## src/rtl/pc_run_ctrl.sv

```systemverilog
// Run/stall sequencer for the program counter: turns the Start handshake and decode flags
// into one-hot PC commands, holds the PC across memory operations and counts retirements.
module pc_run_ctrl #(
  parameter int unsigned STALL_CYCLES = 4,
  parameter int unsigned CW           = 3
) (
  input  logic          Clk,
  input  logic          ResetN,
  input  logic          Start,
  input  logic          MemOp,
  input  logic          Halt,
  input  logic          Jen,
  input  logic          Zero,
  output logic          PcClr,
  output logic          PcInc,
  output logic          PcLoad,
  output logic          Busy,
  output logic          Done,
  output logic [CW-1:0] StallCnt,
  output logic [15:0]   InstrCount
);

  typedef enum logic [2:0] {
    StIdle,
    StArmed,
    StRun,
    StStall,
    StDone
  } state_e;

  localparam bit            UseStall = (STALL_CYCLES > 1);
  localparam logic [CW-1:0] LastCnt  = CW'(STALL_CYCLES - 1);

  state_e        state_q, state_d;
  logic [CW-1:0] cnt_q, cnt_d;
  logic [15:0]   icnt_q, icnt_d;
  logic          done_q, done_d;
  logic          retire;
  logic          icnt_inc;
  logic          icnt_clr;

  always_comb begin
    state_d  = state_q;
    cnt_d    = cnt_q;
    PcClr    = 1'b0;
    PcInc    = 1'b0;
    PcLoad   = 1'b0;
    retire   = 1'b0;
    icnt_inc = 1'b0;
    icnt_clr = 1'b0;

    case (state_q)
      StIdle: begin
        if (Start) state_d = StArmed;
      end
      StArmed: begin
        PcClr = 1'b1;
        if (!Start) begin
          state_d  = StRun;
          icnt_clr = 1'b1;
        end
      end
      StRun: begin
        if (Start) begin
          state_d = StArmed;
        end else if (Halt) begin
          state_d  = StDone;
          icnt_inc = 1'b1;
        end else if (MemOp && UseStall) begin
          state_d = StStall;
          cnt_d   = CW'(1);
        end else begin
          retire = 1'b1;
        end
      end
      StStall: begin
        // Halt is deliberately not decoded here; the instruction is held stable.
        if (Start) begin
          state_d = StArmed;
          cnt_d   = '0;
        end else if (cnt_q < LastCnt) begin
          cnt_d = cnt_q + CW'(1);
        end else begin
          retire  = 1'b1;
          cnt_d   = '0;
          state_d = StRun;
        end
      end
      StDone: begin
        if (Start) state_d = StArmed;
      end
      default: state_d = StIdle;
    endcase

    if (retire) begin
      PcLoad   = Jen & Zero;
      PcInc    = ~(Jen & Zero);
      icnt_inc = 1'b1;
    end

    // Saturating retirement counter.
    if (icnt_clr) begin
      icnt_d = '0;
    end else if (icnt_inc && (icnt_q != 16'hFFFF)) begin
      icnt_d = icnt_q + 16'd1;
    end else begin
      icnt_d = icnt_q;
    end

    if (state_d == StDone) begin
      done_d = 1'b1;
    end else if (state_d == StArmed) begin
      done_d = 1'b0;
    end else begin
      done_d = done_q;
    end
  end

  always_ff @(posedge Clk) begin
    if (!ResetN) begin
      state_q <= StIdle;
      cnt_q   <= '0;
      icnt_q  <= '0;
      done_q  <= 1'b0;
    end else begin
      state_q <= state_d;
      cnt_q   <= cnt_d;
      icnt_q  <= icnt_d;
      done_q  <= done_d;
    end
  end

  assign Busy       = (state_q == StRun) || (state_q == StStall);
  assign Done       = done_q;
  assign StallCnt   = cnt_q;
  assign InstrCount = icnt_q;

endmodule

```

## config.mk

```make
export PLATFORM = sky130hd
export DESIGN_NAME = pc_run_ctrl
export DESIGN_NICKNAME = d
export VERILOG_FILES = /design/src/rtl/pc_run_ctrl.sv
export SDC_FILE = /design/constraint.sdc
export NUM_CORES = 1
export LEC_CHECK = 0
export CORE_MARGIN = 10
export CORE_UTILIZATION = 48
export CTS_BUF_LIST = sky130_fd_sc_hd__clkbuf_8 sky130_fd_sc_hd__clkbuf_16
export DETAILED_ROUTE_END_ITERATION = 10
export PLACE_DENSITY = 0.89
export SYNTH_ARGS = -nofsm -noshare
export SYNTH_HDL_FRONTEND = slang
export SYNTH_SLANG_ARGS = --single-unit
```

## constraint.sdc

```tcl
create_clock -name Clk -period 2.1 [get_ports Clk]
set_clock_uncertainty 0.05 [all_clocks]
set_input_delay 0.21 -clock Clk [delete_from_list [all_inputs] [get_ports Clk]]
set_output_delay 0.21 -clock Clk [all_outputs]
set_load 0.05 [all_outputs]
```

**Word level (Yosys, flattened, before mapping)**

Cells that the tools add are included.
Widths: inputs -> output; s select.

- Flip-flop bits (word level): 23
- Input bits: 7
- Output and inout port bits: 24
- Word-level logic and storage cells: 59

- $add $sub $neg: 2
- Order comparisons: 1
- Equal/unequal tests: 10
- Multiplexer cells: 31
- Bitwise gates (word level): 3
- Reductions and logical operators: 8

Operators with widths:

| operator | number |
|---|---|
| $mux 3 | 12 |
| $add 16x1->16 const B | 1 |
| $mux 1 | 16 |
| $ne 16x16->1 const B | 1 |
| $pmux 3 s4 | 1 |
| $eq 3x1->1 const B | 2 |
| $eq 3x2->1 const B | 2 |
| $eq 3x3->1 const B | 2 |
| $ne 2x2->1 const B | 3 |
| $pmux 3 s2 | 1 |
| $reduce_and 4->1 | 1 |
| $reduce_bool 2->1 | 2 |
| $reduce_or 2->1 | 2 |
| $add 3x1->3 const B | 1 |
| $logic_not 3->1 | 1 |
| $lt 3x2->1 const B | 1 |
| $not 1->1 | 2 |
| $pmux 1 s2 | 1 |
| $and 1x1->1 | 1 |
| $logic_and 1x1->1 | 1 |
| $logic_or 1x1->1 | 1 |

**Depth between registers and ports, before layout**

- Depth in word-level cells: 7
- Gate-level depth with buffers: 6
- Gate-level depth less buffers: 6

**Worst setup path after synthesis**

Ideal clock, no wire load.

- Kind: register to register
- From: reg cnt_q[0], in the netlist StallCnt[0]
- To: reg icnt_q[15], in the netlist InstrCount[15]
- Library setup time: 0.070 ns
- Data arrival time: 2.063 ns
- Required time: 1.980 ns
- Setup slack: -0.083 ns
- Cell stages (with the launch flop): 6
- Buffers on the path: 0
- Clock period less this slack: 2.183 ns
- Cell sequence: dfxtp_1 > a21oi_1 > a2111oi_4 > o2111ai_2 > or4_1 > a21oi_1

- Longest elaborated chain between the ends: 6

Ends and longest elaborated chain:

| item | line | text |
|---|---|---|
| from (decl) | 35 | `logic [CW-1:0] cnt_q, cnt_d;` |
| from (signal assigned) | 127 | `cnt_q <= cnt_d;` |
| $lt 3x2->1 | 81 | `end else if (cnt_q < LastCnt) begin` |
| $mux 1 | 81 |  |
| $mux 1 | 78 | `if (Start) begin` |
| $pmux 1 s2 | 52 | `case (state_q)` |
| $mux 1 | 95 | `if (retire) begin` |
| $logic_and 1x1->1 | 104 | `end else if (icnt_inc && (icnt_q != 16'hFFFF)) begin` |
| to (signal assigned) | 128 | `icnt_q <= icnt_d;` |
| to (decl) | 36 | `logic [15:0] icnt_q, icnt_d;` |

Every way passes these cells.
A chain may end at the register's enable or synchronous reset.

**Worst setup path in the final report**

- From: in MemOp
- To: reg icnt_q[7], in the netlist InstrCount[7]

- Longest elaborated chain between the ends: 6

Ends and longest elaborated chain:

| item | line | text |
|---|---|---|
| from (decl) | 10 | `input logic MemOp,` |
| $mux 1 | 69 | `end else if (MemOp && UseStall) begin` |
| $mux 1 | 66 | `end else if (Halt) begin` |
| $mux 1 | 64 | `if (Start) begin` |
| $pmux 1 s2 | 52 |  |
| $mux 1 | 95 |  |
| $logic_and 1x1->1 | 104 |  |

Every way passes these cells.

==> impl_metrics.ini <==
[run]
cap_viol_max_count = 0

[placed_design]
gp_congestion = 0.852
place.port_buffers = 30
dpl.hpwl_um = 2330
dpl-instance-area_um2 = 1610

[final_layout]
drive_gt1_frac = 0.147
n_antenna_cell = 0
num-fill-cells = 203
synthToLayoutAreaGrowth_pct = 37.4
final_cell_area_um2 = 1660
nets = 187
final-seq-area_um2 = 467
multiInputGateArea_um2 = 697

[route]
firstDrtPassIters = 4
routedWlPerCell_um = 14.8
vias = 1143
vias_per_cell = 5.52
drtIter0Drc = 43
drt-total-wl_um = 3060
ant_nets = 0
drcViolationCount = 0

[global_route]
grt_pass1_wl_um = 5330
grt_overflow = 0
track_usage = 0.126
grt_max_degree = 17
grt_pass1_vias = 1167
antenna_found_initial = 0

[synthesis]
netlist.area_leader.share = 0.382
synth.area.top_cells = dfxtp_1 (38%), nor2_1 (4.7%), a21oi_1 (4.6%), xor2_1 (4.4%), o211ai_1 (3.7%)
ys_ff_latch = 23
synth_top_cell_by_area = dfxtp_1
synth_area_um2 = 1200
yosysWarnings = 0
syn_inst = 139
synthArstFlopShare = 0
synth-seq-area-share = 0.382
synth_common_cells = dfxtp_1 (23), nor2_1 (15), a21oi_1 (11)
synth_ff_type = dfxtp_1
synth_most_common_cell = dfxtp_1
synth_fp_nets = 148
synth_area_per_cell_um2 = 8.67
synth.distinct_cells = 36
synth_edf_count = 0

[floorplanning]
die_x_um = 70.1
ios = 31
dieArea_um2 = 4910
core_area_um2 = 2430
num_rows = 18
initial_utilization = 0.495
die_h_um = 70.1

[clock_tree]
post-cts-setup-buffers = 0
cts_sinks = 23
htree_levels = 1
cts.path.max_buffers = 2
insertion_delay_ns = 0.27
cts-resized-gates = 0
cts_hold_buffers = 0
numCtsBuffers = 3
clk_pin_slew_worst_paths_ns = 0.08
root_buffer = clkbuf_8
tritoncts = built

[power_and_ir_drop]
power_switching_uw = 201
pwr-share-comb = 0.111
p_leak_uw = 0.000596
power.density_nw_per_um2 = 488
p_int_uw = 607
vdd_drop_max_mv = 0.450
pwr-share-seq = 0.548
clkPwrFrac = 0.341
p_sw_frac = 0.248
design_power_total_uw = 808

[critical_path]
crit_type = primary input to register
critPathBufInv = 2
crit_fanout = 8
required_ns = 2.25
start_kind = primary input
worst_setup_path_end_kind = register
reg2reg_from = StallCnt[0]
cp-startpoint = MemOp
cp_cell_sequence = clkdlybuf4s50_1 > nor3b_1 > a2111oi_4 > o2111ai_2 > buf_4 > or3_1 > a21oi_1
cpLargestDelayFamily = compound AO/OA/AOI/OAI gates
max_stage_delay_ns = 0.43
critPathSlowestCell = clkdlybuf4s50_1
cp.arrival_ns = 2.01

[sta]
period_share = 0.889
max_freq_ghz = 0.536
slew_headroom = 0.659
drv_slew = 0
tightest_slew_ns = 0.510
rsz0062_at_grt = false
setup_tns_ns = 0
min_period_ns = 1.87
hold_viol = 0
setup_viol_count_final = 0

[worst_hold_path]
hp-class = register to register
hp-start = StallCnt[0]

[status]
status = finished clean
## per-layer routing
metal	global-route usage	part of all wire	routed length (um)	vias up
met4	0.0570	0.016	48	0
li1	-	-	-	587
met3	0.0494	0.071	216	5
met1	0.141	0.43	1310	525
met2	0.205	0.49	1490	26
met5	0	0	0	-
## cell usage in the layout, fill, tap and decap left out, types with 3 or more instances in the layout
master	instances
and3_1	3
nand2_1	7
o21ai_0	7
dfxtp_2	5
clkdlybuf4s50_1	26
nand3_1	4
o2111ai_1	3
a21oi_1	11
xor2_1	6
o211ai_1	6
or3_1	5
nor2_1	15
inv_1	8
nor2b_1	3
and2_1	4
dfxtp_1	18
buf_4	11
clkbuf_8	3
## through the flow
stage / instances / utilization / hold WS [ns] / worst slack, ns
finish: 207 / 0.681 / 0.434 / 0.234
global route: 207 / 0.681 / 0.453 / 0.0864
floorplan: 139 / - / 0.282 / 0.0000437
detailed placement: 203 / 0.662 / 0.427 / -0.0542
global placement: 203 / 0.662 / 0.413 / 0.00884
CTS: 207 / 0.681 / 0.439 / 0.233
## worst min-delay path, cell delays in order, from the launching register on
cell	delay, ns
dfxtp_2	0.35
inv_1	0.05
a21oi_1	0.05
## worst paths after layout
kind / slack (ns) / endpoint / cells after the start
setup / recovery: 0.23 / InstrCount[7] / 7
hold / removal: 0.43 / StallCnt[0] / 2
setup reg to reg: 0.25 / InstrCount[7] / 6
hold reg to reg: 0.43 / StallCnt[0] / 2
## layout make-up
cell class,instances,area share
timing repair buffer,39,0.231
tap,30,0.0227
inverter,7,0.0159
multi-input combinational,104,0.421
clock buffer,3,0.0249
sequential,23,0.282
clock inverter,1,0.00227
## kinds of logic (layout without fill, tap and decap cells)
kind of cell,count (synthesis),after routing,synth area share
AND/OR/NAND/NOR,53,53,0.242
buffers and inverters,12,50,0.0395
AO/OA/AOI/OAI,40,40,0.248
adder cells (fa/ha/maj),2,2,0.0208
multiplexers,2,2,0.0166
flip-flops,23,23,0.382
XOR/XNOR,7,7,0.0509
## sequential cells by signal, indices dropped and copies added, names as in the netlist
register,cells
InstrCount,16
state_q,3
StallCnt,3
Done,1
## power groups by stage
stage / Sequential, uW / Combinational (uW) / Clock (uW)
after global placement: 452 / 87.3 / 0
after CTS: 442 / 90.0 / 280
after global routing: 443 / 96.6 / 296
after floorplan: 459 / 45.7 / 0
after detailed placement: 453 / 89.7 / 0
final: 442 / 89.9 / 275
Power figures use the tool's default switching activity.
